`src/rtl/led_pattern_gen.sv`:
```
// Multi-channel LED blink-pattern generator: shared 1/16 s prescaler, global 4-bit phase, per-channel mode.
// Optional macro LED_PAT_SYNC_EN adds a 2-flop synchronizer on MODE_I and LAMP_TEST_I.
module led_pattern_gen #(
   parameter int CLK_FRQ    = 25000000,
   parameter int NUM_CH     = 4,
   parameter int BURST_SEC  = 4,
   parameter int CUST_TICKS = 11
) (
   input  logic                  SYSCLK,
   input  logic                  RESET_N,
   input  logic [3*NUM_CH-1:0]   MODE_I,
   input  logic                  LAMP_TEST_I,
   output logic [NUM_CH-1:0]     LED_O,
   output logic                  TICK_O,
   output logic [3:0]            PHASE_O
);

   localparam int TICK_DIV = CLK_FRQ / 16;
   localparam int PRE_W    = (TICK_DIV > 1) ? $clog2(TICK_DIV) : 1;

   localparam logic [PRE_W-1:0] PRE_LAST = PRE_W'(TICK_DIV - 1);
   localparam logic [3:0]       BS_LAST  = 4'(BURST_SEC - 1);
   localparam logic [7:0]       CC_LAST  = 8'(CUST_TICKS - 1);

   localparam logic [2:0] MODE_OFF    = 3'd0;
   localparam logic [2:0] MODE_ON     = 3'd1;
   localparam logic [2:0] MODE_1HZ    = 3'd2;
   localparam logic [2:0] MODE_2HZ    = 3'd3;
   localparam logic [2:0] MODE_4HZ    = 3'd4;
   localparam logic [2:0] MODE_BURST  = 3'd5;
   localparam logic [2:0] MODE_CUSTOM = 3'd6;

   logic [3*NUM_CH-1:0] mode_in;
   logic                lamp_in;

`ifdef LED_PAT_SYNC_EN
   logic [3*NUM_CH-1:0] mode_s1_q, mode_s2_q;
   logic                lamp_s1_q, lamp_s2_q;

   always_ff @(posedge SYSCLK or negedge RESET_N) begin
      if (!RESET_N) begin
         mode_s1_q <= '0;
         mode_s2_q <= '0;
         lamp_s1_q <= 1'b0;
         lamp_s2_q <= 1'b0;
      end else begin
         mode_s1_q <= MODE_I;
         mode_s2_q <= mode_s1_q;
         lamp_s1_q <= LAMP_TEST_I;
         lamp_s2_q <= lamp_s1_q;
      end
   end

   assign mode_in = mode_s2_q;
   assign lamp_in = lamp_s2_q;
`else
   assign mode_in = MODE_I;
   assign lamp_in = LAMP_TEST_I;
`endif

   logic [PRE_W-1:0] pre_q, pre_d;
   logic             tick_q;
   logic [3:0]       ph_q, ph_d;
   logic             tick_now;

   // The tick condition is decoded from the prescaler so PH and the local counters step on the same edge TICK_O rises.
   assign tick_now = (pre_q == PRE_LAST);

   always_comb begin
      pre_d = tick_now ? '0 : pre_q + 1'b1;
      ph_d  = tick_now ? ph_q + 4'd1 : ph_q;
   end

   logic [NUM_CH-1:0][2:0] mode_q, mode_d;
   logic [NUM_CH-1:0][3:0] bs_q, bs_d;
   logic [NUM_CH-1:0][7:0] cc_q, cc_d;
   logic [NUM_CH-1:0]      ct_q, ct_d;
   logic [NUM_CH-1:0]      led_q, led_d;

   always_comb begin
      // NOTE: every output of this block gets a default first, so no path can infer a latch.
      mode_d = mode_q;
      bs_d   = bs_q;
      cc_d   = cc_q;
      ct_d   = ct_q;
      led_d  = '0;
      for (int n = 0; n < NUM_CH; n++) begin
         if (mode_in[3*n +: 3] != mode_q[n]) begin
            // A mode change wins over a coincident tick and blanks the LED for one cycle.
            mode_d[n] = mode_in[3*n +: 3];
            bs_d[n]   = '0;
            cc_d[n]   = '0;
            ct_d[n]   = 1'b0;
         end else begin
            if (tick_now && mode_q[n] == MODE_BURST && ph_q == 4'd15) begin
               bs_d[n] = (bs_q[n] == BS_LAST) ? 4'd0 : bs_q[n] + 4'd1;
            end
            if (tick_now && mode_q[n] == MODE_CUSTOM) begin
               if (cc_q[n] == CC_LAST) begin
                  cc_d[n] = '0;
                  ct_d[n] = ~ct_q[n];
               end else begin
                  cc_d[n] = cc_q[n] + 8'd1;
               end
            end
            case (mode_q[n])
               MODE_OFF:    led_d[n] = 1'b0;
               MODE_ON:     led_d[n] = 1'b1;
               MODE_1HZ:    led_d[n] = (ph_q < 4'd8);
               MODE_2HZ:    led_d[n] = ~ph_q[2];
               MODE_4HZ:    led_d[n] = ~ph_q[1];
               MODE_BURST:  led_d[n] = (bs_q[n] == 4'd0) && (ph_q < 4'd8) && ~ph_q[1];
               MODE_CUSTOM: led_d[n] = ct_q[n];
               default:     led_d[n] = 1'b0;
            endcase
         end
      end
      // Lamp test only overrides the drive; counters keep running so patterns resume in phase.
      if (lamp_in) led_d = '1;
   end

   always_ff @(posedge SYSCLK or negedge RESET_N) begin
      if (!RESET_N) begin
         // NOTE: the per-channel state is a handful of flops, not a RAM, so it is reset with everything else.
         pre_q  <= '0;
         tick_q <= 1'b0;
         ph_q   <= '0;
         mode_q <= '0;
         bs_q   <= '0;
         cc_q   <= '0;
         ct_q   <= '0;
         led_q  <= '0;
      end else begin
         // NOTE: non-blocking assignments keep every register sampling pre-edge values.
         pre_q  <= pre_d;
         tick_q <= tick_now;
         ph_q   <= ph_d;
         mode_q <= mode_d;
         bs_q   <= bs_d;
         cc_q   <= cc_d;
         ct_q   <= ct_d;
         led_q  <= led_d;
      end
   end

   assign LED_O   = led_q;
   assign TICK_O  = tick_q;
   assign PHASE_O = ph_q;

endmodule

```
`config.mk`:
```
export PLATFORM = sky130hd
export DESIGN_NAME = led_pattern_gen
export DESIGN_NICKNAME = d
export VERILOG_FILES = /design/src/rtl/led_pattern_gen.sv
export SDC_FILE = /design/constraint.sdc
export NUM_CORES = 1
export LEC_CHECK = 0
export ABC_AREA = 1
export CAP_MARGIN = 20
export CORE_MARGIN = 1.5
export CORE_UTILIZATION = 45
export CTS_BUF_LIST = sky130_fd_sc_hd__clkbuf_8
export DETAILED_ROUTE_END_ITERATION = 10
export GPL_TIMING_DRIVEN = 0
export PLACE_DENSITY = 0.7
export SETUP_SLACK_MARGIN = 0.3
export SYNTH_ARGS = -nofsm -noshare
export SYNTH_HDL_FRONTEND = slang
export SYNTH_SLANG_ARGS = --single-unit
```
`constraint.sdc`:
```
create_clock -name SYSCLK -period 5.08 [get_ports SYSCLK]
set_input_delay 0.762 -clock SYSCLK [delete_from_list [all_inputs] [get_ports SYSCLK]]
set_output_delay 0.762 -clock SYSCLK [all_outputs]
set_load 0.01 [all_outputs]
```
Yosys cells after proc, flatten, opt, wreduce, memory -nomap -nowiden
Index checks and enable logic that the tools add are counted.
{ "word_totals": {"ff_bits": 94, "input_bits": 15, "out_inout_bits": 9} }
{ "op_classes": {"n_addsub": 10, "order_cmp": 1, "eq_ne": 38, "muxes": 46, "bitwise_logic": 6, "reduce_logical": 40} }
{ "op_table": {"columns": ["operator", "n"], "rows": [
  ["2-to-1 mux 8 bit", 12],
  ["2-to-1 mux 4 bit", 13],
  ["== test 3 bit, second input constant", 12],
  ["adder 8 x 1 -> 8 bit, second input constant", 4],
  ["== test 8 x 4 -> 1 bit, second input constant", 4],
  ["== test 3 x 2 -> 1 bit, second input constant", 8],
  ["one-hot mux 1 bit (6 select lines)", 4],
  ["nonzero test 2 bit", 12],
  ["adder 21 x 1 -> 21 bit, second input constant", 1],
  ["== test 21 bit, second input constant", 1],
  ["2-to-1 mux 21 bit", 1],
  ["adder 4 x 1 -> 4 bit, second input constant", 5],
  ["logical AND 1 bit", 20],
  ["== test 4 x 2 -> 1 bit, second input constant", 4],
  ["logical NOT 4 bit", 4],
  ["2-to-1 mux 1 bit", 16],
  ["== test 3 x 1 -> 1 bit, second input constant", 4],
  ["inequality test 3 bit", 4],
  ["AND reduction 2 bit", 4],
  ["inverter 1 bit", 6],
  ["== test 4 bit, second input constant", 1],
  ["less-than comparator 4 bit, second input constant", 1]
]} }

Depth between registers and ports, before layout
Gate-level depths: netlist (run 1).
{ "logic_depth": {"depth_word": 6, "depth_mapped": 11, "mapped_depth_nobuf": 10} }

Worst setup path after synthesis (run 1)
OpenSTA, ideal clock, no wires.
{ "synth_timing": {"kind": "input-to-reg", "start": "input port MODE_I[4]", "end": "register ct_q[1]", "setup_time_ns": 0.117, "t_arrival_ns": 1.565, "required_ns": 4.963, "slack_ns": 3.399, "path_stages": 7, "n_path_buf": 1, "cell_sequence": "xnor2_1 > nand3_2 > inv_2 > nand2_2 > buf_6 > nand3_1 > nand2_1"} }
{ "synth_between": {"elab_chain_cells": 3, "elab_cells_between_ends": 5} }
{ "synth_lines": {"columns": ["item", "line", "text"], "rows": [
  ["start, declared", "11", "input logic [3*NUM_CH-1:0] MODE_I,"],
  ["inequality test 3 bit (*)", "88", "if (mode_in[3*n +: 3] != mode_q[n]) begin"],
  ["nonzero test 2 bit (no line)", null, null],
  ["AND reduction 2 bit (no line)", null, null],
  ["end signal, assigned", "141", "ct_q <= ct_d;"],
  ["end, declared", "77", "logic [NUM_CH-1:0] ct_q, ct_d;"]
]} }
Every way passes the cells marked *; elsewhere a longest branch is shown, timed or not.
A chain may end at the register's enable or synchronous reset.

Worst setup path in the final report (run 1)
{ "layout_timing": {"start": "register ph_q[1], in the netlist PHASE_O[1]", "end": "output port PHASE_O[1]"} }
{ "layout_rtl": {"columns": ["item", "line", "text"], "rows": [
  ["start, declared", "63", "logic [3:0] ph_q, ph_d;"],
  ["start signal, assigned", "137", "ph_q <= ph_d;"],
  ["end, declared", "15", "output logic [3:0] PHASE_O"]
]} }
No word-level cell between the ends.

==> run metrics, run 1 <==
GRT overflow 0; library cells used by synthesis 30; area delta synth->final 11.8%; CP top delay family buffers and inverters; CP required 4.32 ns; syn nets 778; die height 115 µm; critical path arrival 1.41 ns; Die X 115 µm; Clk pin slew, worst setup/hold paths 0.09 ns; Post-synth EDFFs 0; crit-path max FO 5; Initial Util 46.6%; Synth Area in Compound Gates 3.06%; TritonCTS Buffers 9; Hold Vio Cnt, Final 0; Pre-antenna DRT Iters 5; TNS Setup 0 ns; first-pass GRT wire length 21300 µm; mux cell area share after synthesis 0%; nature of the critical path startpoint flip-flop; CTS tree yes; post-synthesis simple-gate area fraction 35.8%; Synth Instances 745; initial antenna violation count 0; Synth Area in Adders 3.99%; post-synthesis xor/xnor area fraction 7.75%; io pins 24; crit end category primary output; minimum clock period 2.17 ns; vias in the first global route 4628; clock latency on the worst-skew pair 0.38 ns; Ys Warns 0; leakage power total 0.00289 µW; status complete, no violations; Worst path slowest cell clkdlybuf4s50_1; max_slew headroom 60.4%; Root Buffer clkbuf_8; Slew Viols, Final 0; Ant. Diodes 0; clock sinks 94; layout cell share with drive strength beyond 1 8.03%; Hold-fix buffers, CTS 0; Hold Crit Class in -> async; FMAX 0.460 GHz; RSZ-0062 raised after global routing false; max-cap violations 0; Die Area 13200 µm²; DR iter-0 viols 232; Peak VDD IR 178 µV; # H-tree levels 3; Rows 40; worst stage delay on the critical path 0.58 ns; Crit Path Class reg -> out; drt drc 0; synthesized area 5650 µm²; I/O Buffers 23; nets@finish 813; # setup viols final 0; fin cells 953; Post-CTS Setup Bufs 0; via density per instance 5.13; clk buf depth 2; Main synth FF type dfrtp_1; DR vias 4886; Pwr Density 223 nW/µm²; worst-path cell chain clkdlybuf4s50_1; WL/cell 12.9 µm; GRT Total Usage 20.3%; WL final 12200 µm; cts repair resizes 0; largest family of logic cells by synthesized area simple AND/OR/NAND/NOR gates; #FFs+latches synth 94; placed cells 937; Mean Syn Cell Area 7.58 µm²; Buf/Inv on CP 1; Core ar. 12100 µm²; final setup skew 0.0108 ns; Detail Route Antenna Nets 0; register area share after synthesis 41.6%; routability congestion estimate 0.894; placed wire-length estimate 9080 µm; Worst-Margin Slew 0.588 ns; final core occ 52.1%; FFs w/ async S/R, synth 100%; largest net degree at the start of global routing 64; period utilization 42.8%
[where the power goes]
part | total [µW] | switching (µW) | internal [µW]
Sequential | 775 | 13.7 | 762
Clock | 516 | 266 | 250
Combinational | 119 | 74.3 | 44.7
Total | 1410 | 354 | 1060
[Yosys cell counts, drive strengths merged (5+ instances only)]
cell	n	area share (%)
a21oi	7	0.62
buf	7	0.95
clkbuf	14	0.93
dfrtp	94	42
ha	18	4.0
inv	86	5.8
nand2	184	13
nand3	98	9.3
nand4	17	1.9
nor2	105	8.2
nor3	29	2.6
nor3b	5	0.66
o21ai	23	2.0
xnor2	24	3.7
xor2	26	4.0
[layout by cell type (no fill, tap or decap), types with 3 or more instances in the layout]
master	count
nand4_1	17
nand2_2	10
o21ai_1	7
buf_6	3
nand2_1	174
buf_2	4
nor2_4	8
inv_2	10
xnor2_1	24
clkbuf_8	11
o21ai_0	16
xor2_1	26
clkdlybuf4s50_1	22
nor2_2	4
nor3_1	29
ha_1	18
dfrtp_1	94
clkbuf_1	14
nor2_1	93
o211ai_1	3
a21oi_1	7
inv_1	77
nand3_1	93
nand3_2	4
nor3b_1	5
[final cells by class]
class                           count  area [µm²]
Multi-Input combinational cell    543        2860
Clock buffer                       11         151
Timing Repair Buffer               24         255
Buffer                             21         106
Sequential cell                    94        2350
Fill cell                        1171        5800
Tap cell                          168         210
Clock inverter                      5        50.0
Inverter                           87         329
[layer usage]
layer  part of all wire, %  track usage [%]  vias to the layer above  wire length (µm)
li1                      -                -                     2450                 -
met1                    46             27.0                     2308              5680
met2                    47             33.1                      111              5790
met3                   4.5             3.43                       17               549
met4                   1.8             8.07                        0               221
met5                     0                0                        -                 0
[registers in the layout, summed over array words and instances, names as in the netlist]
| register | flops |
|---|---|
| PHASE_O | 4 |
| mode_q | 12 |
| pre_q | 21 |
| bs_q | 16 |
| TICK_O | 1 |
| ct_q | 4 |
| cc_q | 32 |
| LED_O | 4 |
[metrics by stage]
stage               total power, µW  hold WS [ns]  area, µm²  setup WS (ns)
finish                         1410         0.322       6310           2.91
global route                   1480         0.345       6310           2.83
CTS                            1430         0.322       6310           2.89
detailed placement              911         0.470       6110           2.67
global placement                905         0.466       6090         -0.311
floorplan                       855         0.449       5650           3.40
[worst paths after layout]
| check | start | end | slack, ns | depth (start not counted) |
|---|---|---|---|---|
| setup / recovery | PHASE_O[1] | PHASE_O[1] | 2.91 | 1 |
| hold / removal | RESET_N | cc_q[26] | 0.32 | 1 |
| setup reg to reg | pre_q[0] | ct_q[2] | 3.14 | 11 |
| hold reg to reg | cc_q[6] | cc_q[6] | 0.49 | 2 |
| max in group asynchronous | RESET_N | bs_q[0] | 4.11 | 2 |
| min in group SYSCLK | cc_q[6] | cc_q[6] | 0.49 | 2 |
[cells by family after synthesis]
| family | Yosys count |
|---|---|
| AND/OR/NAND/NOR | 442 |
| XOR/XNOR | 50 |
| buffers and inverters | 108 |
| adder cells (fa/ha/maj) | 18 |
| flip-flops | 94 |
| AO/OA/AOI/OAI | 33 |
No activity file was read; power rests on OpenSTA's default activity.
==> run 2: changes to the inputs <==
PLACE_DENSITY = 0.72   (was 0.7)
clock period = 1.7 ns   (was 5.08 ns; I/O delays follow)
==> run metrics, run 2 (synthesis results as in run 1) <==
Critical R2R Launch pre_q[1]; Place WS -0.284 ns; Hold Crit Class in -> async; fin cells 1001; DR vias 5071; Peak VDD IR 371 µV; vias in the first global route 4624; Rows 40; status finished with violations; placed wire-length estimate 8640 µm; largest net degree at the start of global routing 49; FF-to-FF path depth 11; nets@finish 861; Detail Route Antenna Nets 0; Die Area 13200 µm²; worst setup path end pre_q[8]; TritonCTS Buffers 9; clock power share 33.8%; GRT overflow 0; Hold Vio Cnt, Final 0; Slew Viols, Final 0; combinational share of power 10.4%; placed cells 937; failing checks negative setup slack; Worst-Margin Slew 0.624 ns; final setup skew 0.0136 ns; commonest non-fill, non-tap cells in the layout 148 x nand2_1, 84 x dfrtp_1, 76 x nor2_1; crit end category flip-flop; clk buf depth 2; fill count 1036; Crit Path Class reg -> reg; Largest regs cc_q: 32 flops, pre_q: 21 flops, bs_q: 16 flops; # H-tree levels 3; I/O Buffers 23; Initial Util 46.6%; Root Buffer clkbuf_8; minimum clock period 1.78 ns; worst reg-to-reg setup slack -0.08 ns; layout cell share with drive strength beyond 1 28.3%; RSZ-0062 raised after global routing true; die height 115 µm; critical path arrival 2.06 ns; Pre-antenna DRT Iters 5; leakage power total 0.00336 µW; final setup margin -0.0840 ns; sequential power share 55.8%; crit-path max FO 4; max_slew headroom 58.4%; area delta synth->final 30.1%; Pwr Density 566 nW/µm²; TNS Setup -0.0840 ns; Die X 115 µm; via density per instance 5.07; clock sinks 94; DR iter-0 viols 311; Switching Fraction 28.0%; Clk pin slew, worst setup/hold paths 0.10 ns; CP required 1.98 ns; commonest non-fill, non-tap cell in the layout nand2_1; crit path launch pre_q[1]; Largest register FFs 32; Reg with most FFs cc_q; P_sw 1170 µW; final core occ 60.7%; clock latency on the worst-skew pair 0.39 ns; Ant. Diodes 0; FMAX 0.561 GHz; period utilization 105%; GRT Total Usage 20.6%; drt drc 0; WL final 13400 µm; routability congestion estimate 0.900; # setup viols final 1; Worst R2R End pre_q[8]; Core ar. 12100 µm²; max-cap violations 0; io pins 24; initial antenna violation count 0; Int Power 3000 µW; WL/cell 13.4 µm; CTS tree yes; nature of the critical path startpoint flip-flop; first-pass GRT wire length 21600 µm
-- run 2: changes by cell type in the layout (fill, tap and decap cells not counted), moves of 9 or more --
cell and change:
nand2_2 +10, nand2_4 +15, buf_4 +33, clkdlybuf4s50_1 -9
dfrtp_1 -10, nor2_2 +10, nor2_1 -17, nand3_2 +37
nand2_1 -26, dfrtp_2 +10, nand3_1 -40, nor3_1 -9
buf_6 +16, inv_1 -12
-- run 2: layer usage --
metal / up-vias / routed length (µm) / GRT usage, %
li1: 2547 / - / -
met1: 2360 / 6120 / 28.0
met4: 0 / 383 / 6.67
met2: 128 / 6290 / 32.6
met3: 36 / 614 / 5.06
met5: - / 0 / 0
-- run 2: stage by stage --
| stage | hold WS (ns) | total power [µW] | area (µm²) |
|---|---|---|---|
| detailed placement | 0.312 | 2730 | 6260 |
| CTS | 0.410 | 4180 | 6800 |
| finish | 0.418 | 4160 | 7350 |
| floorplan | -0.0406 | 2560 | 5800 |
| global route | 0.425 | 4370 | 7350 |
| global placement | 0.458 | 2720 | 6240 |
-- run 2: final cells by class --
class / instances / area [µm²] / share of cell area (%)
clock inverters: 7 / 55.1 / 0.749
flip-flops and latches: 94 / 2360 / 32.2
multi-input cells: 543 / 3440 / 46.8
repair buffers: 72 / 671 / 9.13
well taps: 168 / 210 / 2.86
inverters: 87 / 355 / 4.84
clock buffers: 9 / 124 / 1.69
plain buffers: 21 / 126 / 1.72
-- run 2: worst max-delay path: stages, from the launching register on --
cell,delay (ns)
dfrtp_1,0.42
ha_4,0.20
buf_4,0.14
buf_6,0.10
buf_6,0.10
buf_6,0.12
nand2_4,0.07
nor2_4,0.05
nand2_2,0.09
buf_6,0.10
xor2_1,0.20
nor2_1,0.09
-- run 2: worst min-delay path by stage --
| stage | startpoint | endpoint | slack, ns | depth (start not counted) |
|---|---|---|---|---|
| 6_report | RESET_N | pre_q[1] | 0.42 | 2 |
| 5_1_grt | MODE_I[10] | mode_q[10] | 0.42 | 2 |
| 4_1_cts | MODE_I[10] | mode_q[10] | 0.41 | 2 |
| 3_5_place_dp | RESET_N | pre_q[1] | 0.31 | 1 |
| 3_3_place_gp | cc_q[7] | cc_q[7] | 0.46 | 2 |
| 2_1_floorplan | RESET_N | LED_O[0] | -0.04 | 0 |
-- run 2: power groups by stage --
stage	sequential [µW]	combinational (µW)	clock, µW
6_report	2320	434	1410
5_1_grt	2330	486	1550
4_1_cts	2320	409	1460
3_5_place_dp	2360	366	0
3_3_place_gp	2360	355	0
2_1_floorplan	2360	208	0
-- run 2: repair_timing --
| action | in CTS | in global routing |
|---|---|---|
| cloned | 3 | 0 |
| buffers inserted | 21 | 23 |
| setup endpoints to repair | 84 | 79 |
| hold endpoints to repair | 46 | 0 |
| gates resized for setup | 61 | 113 |
| hold buffers | 1 | 0 |
| pin swaps | 24 | 43 |
==> edit 1 (settings of run 2) <==
Remove the register `led_q`: a continuous assignment takes its place, so the output `LED_O` follows one clock earlier.
--- a/src/rtl/led_pattern_gen.sv
+++ b/src/rtl/led_pattern_gen.sv
@@ -130,5 +130,4 @@
          cc_q   <= '0;
          ct_q   <= '0;
-         led_q  <= '0;
       end else begin
          // NOTE: non-blocking assignments keep every register sampling pre-edge values.
@@ -140,7 +139,8 @@
          cc_q   <= cc_d;
          ct_q   <= ct_d;
-         led_q  <= led_d;
       end
    end
+
+   assign led_q = led_d;
 
    assign LED_O   = led_q;
Behaviour: not the same (a bounded check fails within 4 cycles, from zero or initial values and one cycle with RESET_N low).
==> edit 1 against run 2 <==
  * The flow still finishes with violations (negative setup slack)
  * Area after synthesis is 3.0% lower
  * Clock power is 13% higher
  * Worst setup slack worse by 0.18 ns
  * Non-clock buffer count is 28 higher
  * Routed wire length is 15% higher
  * Final area is 2.3% higher
  * Sequential cell count is 4 lower
  * Sequential share of layout area is 2.1 points lower
  * Power is 2.3% higher
  * Critical path type is now register to output pin
  * Critical endpoint is now LED_O[2]
  * Largest power group unchanged
  * Highest routed layer unchanged
==> edit 1: results (changes against run 2) <==
Power
  – P_leak: 3.65 nW (+8.7%)

Placement
  – Placed insts: 883 (-5.8%)
  – Post-DP HPWL: 8.91 mm (+3.1%)
  – Gpl congestion: 0.918 (+2.0%)
  – Dpl cell area: 0.00599 sq mm (-4.4%)

Layout
  – Area of the multi-input gates: 0.00338 sq mm (-1.8%)
  – FF+latch area: 0.00226 sq mm (-4.3%)
  – Non-Clock Buffer Area Fraction: 0.148 (+0.0393)
  – Multi-input gate count: 508 (-6.4%)
  – Inverters: 94 (+8.0%)
  – Clock network area share: 0.0271 (+0.00278)
  – Fin nets: 857 (-0.46%)

Synth
  – Mapped Cells: 712 (-4.4%)
  – Synthesized Nets: 745 (-4.2%)
  – Most area-consuming cells after synthesis: dfrtp_1, nand2_1, inv_1, nand3_1, xor2_1
  – Sequential share of the synthesized area: 0.411 (-0.00534)
  – Synth Area in Compound Gates: 0.0397 (+0.00917)

Global routing
  – Vias in the first global route: 5076 (+9.8%)
  – Met3 Track Usage GR: 0.0557 (+0.00510)
  – M1 GR Usage: 0.283 (+0.00316)
  – First-pass GRT wire length: 23.5 mm (+8.4%)

Critical path
  – Worst R2R Start: pre_q[2]$_DFF_PN0_
  – Crit. Startpoint: PHASE_O[3]$_DFFE_PN0N_

Detailed routing
  – Initial DRC Count: 351 (+13%)
  – Final wirelength: 15.4 mm (+15%)
  – DR pass1 iterations: 6 (+1)

Clocking
  – Clock transition at path regs: 0.08 ns (-0.02 ns)
  – # Post-CTS Setup Buffers: 46 (+120%)

Status
  – Outcome: complete, but fails checks
  – Failing checks: negative setup slack

STA
  – Final setup fails: 31 (+30)
  – Setup ws final: -0.265 ns (-0.181 ns)
  – Hold slack: 0.405 ns (-0.0134 ns)
  – Max_slew headroom: 0.615 (+0.0313)
  – Setup TNS: -2.42 ns (-2.34 ns)
## edit 1: changes by cell type in the layout (fill, tap and decap cells not counted), moves of 6 or more
cell            run 2  this run
nor2_1             76        46
inv_1              65        71
nand3_1            53        47
nand2_4            15         7
buf_6              19        33
nand4_1            17        36
nor2_4             15        21
buf_2               1         8
o21ai_2             5        17
buf_4              34        43
xnor2_1            22        16
nand3_2            41        11
## edit 1: power by group
group	leakage [nW]	internal, mW	switching, mW
Clock	0.110	0.786	0.800
Combinational	2.34	0.193	0.270
Sequential	1.20	2.17	0.0392
Total	3.65	3.15	1.11
## edit 1: metrics by stage
stage	util	setup slack (ns)
floorplan	-	0.159
global placement	0.499	-2.95
detailed placement	0.501	-0.749
CTS	0.584	-0.272
global route	0.628	-0.362
finish	0.628	-0.265
## edit 1: critical path, cell delays in order (launching register included)
cell	delay (ns)
dfrtp_1	0.39
buf_6	0.13
nor2_4	0.14
buf_6	0.13
buf_6	0.08
nand4_1	0.09
nand4_1	0.09
nand3_1	0.08
nand2_1	0.07
buf_2	0.12
==> edit 2 (config.mk and constraints of run 2) <==
Made on the original files. Add a define of `LED_PAT_SYNC_EN`.
--- a/src/rtl/led_pattern_gen.sv
+++ b/src/rtl/led_pattern_gen.sv
@@ -1,4 +1,6 @@
 // Multi-channel LED blink-pattern generator: shared 1/16 s prescaler, global 4-bit phase, per-channel mode.
 // Optional macro LED_PAT_SYNC_EN adds a 2-flop synchronizer on MODE_I and LAMP_TEST_I.
+`define LED_PAT_SYNC_EN
+
 module led_pattern_gen #(
    parameter int CLK_FRQ    = 25000000,
Behaviour: not the same (Yosys sat finds a counterexample within 4 cycles, from zero or initial values and one cycle with RESET_N low).
==> edit 2 against run 2 <==
  * First-iteration DRC count up 1.6%
  * Sequential cell count increased by 26
  * The run still ends with negative setup slack left
  * Hold slack got worse by 0.19 ns
  * Sequential share of layout area rose by 3.7 points
  * Power rose by 51%
  * Area after synthesis rose by 11%
  * Die area rose by 11%
  * Maximum frequency is 4.9% higher
  * Utilization rose by 0.29 points
  * Final area increased by 14%
  * Routed wire length up 11%
  * Worst setup slack improved by 0.083 ns
  * Via count up 6.2%
  * Clock skew fell by 0.0017 ns
  * Critical path type unchanged
  * Critical endpoint is now bs_q[3]$_DFFE_PN0P_
==> edit 2: results (changes against run 2) <==
Layout
  – Fin nets: 888 (+3.1%)
  – Share of layout cells above drive strength 1: 0.298 (+0.0151)
  – Filler Cells Inserted: 1149 (+11%)

Placement
  – Post-DP HPWL: 8.54 mm (-1.1%)
  – Post-Place Worst Slack: -0.0897 ns (+0.194 ns)
  – Gpl congestion: 0.889 (-1.2%)

Synth
  – Most area-consuming cells after synthesis: dfrtp_1, nand2_1, nand3_1, nor2_1, inv_1
  – Most frequent cells after synthesis: nand2_1, dfrtp_1, nand3_1, nor2_1, inv_1
  – Cell variety after synth: 33 (+10%)
  – Synthesized Nets: 790 (+1.5%)

Power
  – NetSw: 1.63 mW (+40%)
  – P_leak: 3.93 nW (+17%)
  – P_seq: 2.98 mW (+28%)
  – Clock share of power: 0.450 (+0.112)
  – Worst vdd ir: 683 uV (+84%)

Clocking
  – Clock transition at path regs: 0.08 ns (-0.02 ns)
  – Total CTS buffers: 17 (+8)
  – Worst-Skew Late Latency: 0.46 ns (+0.07 ns)
  – CTS root buffer: clkbuf_8
  – Clk buf depth: 2 (unchanged)
  – H-tree levels: 4 (+1)

Detailed routing
  – Via count: 5386 (+6.2%)
  – Final wirelength: 14.8 mm (+11%)
  – Initial DRC Count: 316 (+1.6%)

Hold path
  – Worst Hold Class: input port to register

STA
  – Skew final: 0.0119 ns (-0.00168 ns)
  – Setup ws final: -0.00117 ns (+0.0828 ns)
  – Setup TNS: -0.00117 ns (+0.0828 ns)
  – Final setup fails: 1 (unchanged)
  – Max_slew headroom: 0.693 (+0.109)

Status
  – Failing checks: negative setup slack
  – Outcome: complete, but fails checks

Global routing
  – Largest net degree at the start of global routing: 93 (+90%)
  – Vias in the first global route: 5065 (+9.5%)
  – Global-route usage over all layers: 0.204 (-0.00245)

Critical path
  – Maximum fanout along the worst path: 5 (+1)
  – Crit path DAT: 2.10 ns (+0.04 ns)
==> edit 2: cell count changes after synthesis, moves of 4 or more <==
cell | run 2 | this run
inv_1 | 75 | 79
nor3_1 | 29 | 18
nand2_1 | 174 | 157
nand3_1 | 93 | 99
nor2_4 | 8 | 0
dfrtp_1 | 94 | 120
==> edit 2: cell families after synthesis <==
logic type / count (synthesis) / share of synthesized area
xor+xnor: 50 / 0.0696
buf+inv: 110 / 0.0694
simple gates: 423 / 0.318
fa+ha+maj: 18 / 0.0358
flops: 120 / 0.477
compound gates: 36 / 0.0298
==> edit 2: layer usage <==
layer	share of wire	routed length, um	vias to the layer above	GRT usage
met4	0.029	423	0	0.0890
met2	0.50	7460	132	0.327
met3	0.038	564	41	0.0526
li1	-	-	2623	-
met1	0.43	6390	2590	0.260
met5	0	0	-	0
==> edit 2: per-stage QoR <==
step | power, mW | utilization | instances | cell area (sq um) | hold WS [ns]
after floorplan | 3.23 | - | 757 | 6340 | -0.0406
after global placement | 3.38 | 0.493 | 960 | 6790 | 0.332
after detailed placement | 3.40 | 0.495 | 961 | 6820 | 0.152
after CTS | 6.27 | 0.576 | 1034 | 7930 | 0.207
after global routing | 6.52 | 0.609 | 1048 | 8390 | 0.203
final | 6.26 | 0.609 | 1048 | 8390 | 0.226
==> edit 2: final timing paths <==
path,from,endpoint,slack [ns],depth (start not counted)
min reg2reg,mode_s1_q[1]$_DFF_PN0_,mode_in[1]$_DFF_PN0_,0.35,0
min in group asynchronous,RESET_N,cc_q[30]$_DFFE_PN0P_,0.24,2
min,MODE_I[0],mode_s1_q[0]$_DFF_PN0_,0.23,1
max reg2reg,pre_q[2]$_DFF_PN0_,bs_q[3]$_DFFE_PN0P_,-0.001,9
max in group asynchronous,RESET_N,pre_q[2]$_DFF_PN0_,0.69,3
max,pre_q[2]$_DFF_PN0_,bs_q[3]$_DFFE_PN0P_,-0.001,9
==> edit 2: worst max-delay path: stages (launching register included) <==
cell	delay, ns
dfrtp_2	0.46
inv_2	0.11
buf_6	0.10
nand4_1	0.15
nor2_2	0.16
nand3_4	0.10
buf_12	0.17
nor2_4	0.19
nand3b_1	0.12
nand2_1	0.08
==> edit 2: what timing repair did <==
action / CTS / global route
setup buffers: 36 / 14
cloned: 4 / 0
endpoints found under the setup margin: 87 / 82
resized for setup: 118 / 99
hold buffers: 1 / 0
pin swaps: 32 / 32
hold endpoints to repair: 28 / 0
==> edit 2: cell type report <==
type                    count  area [sq um]  area share
flip-flops and latches    120          3010       0.359
multi-input cells         528          3470       0.413
clock inverters            14           185      0.0221
repair buffers             78           752      0.0896
inverters                  91           383      0.0456
plain buffers              19           121      0.0145
well taps                 180           225      0.0268
clock buffers              18           248      0.0295
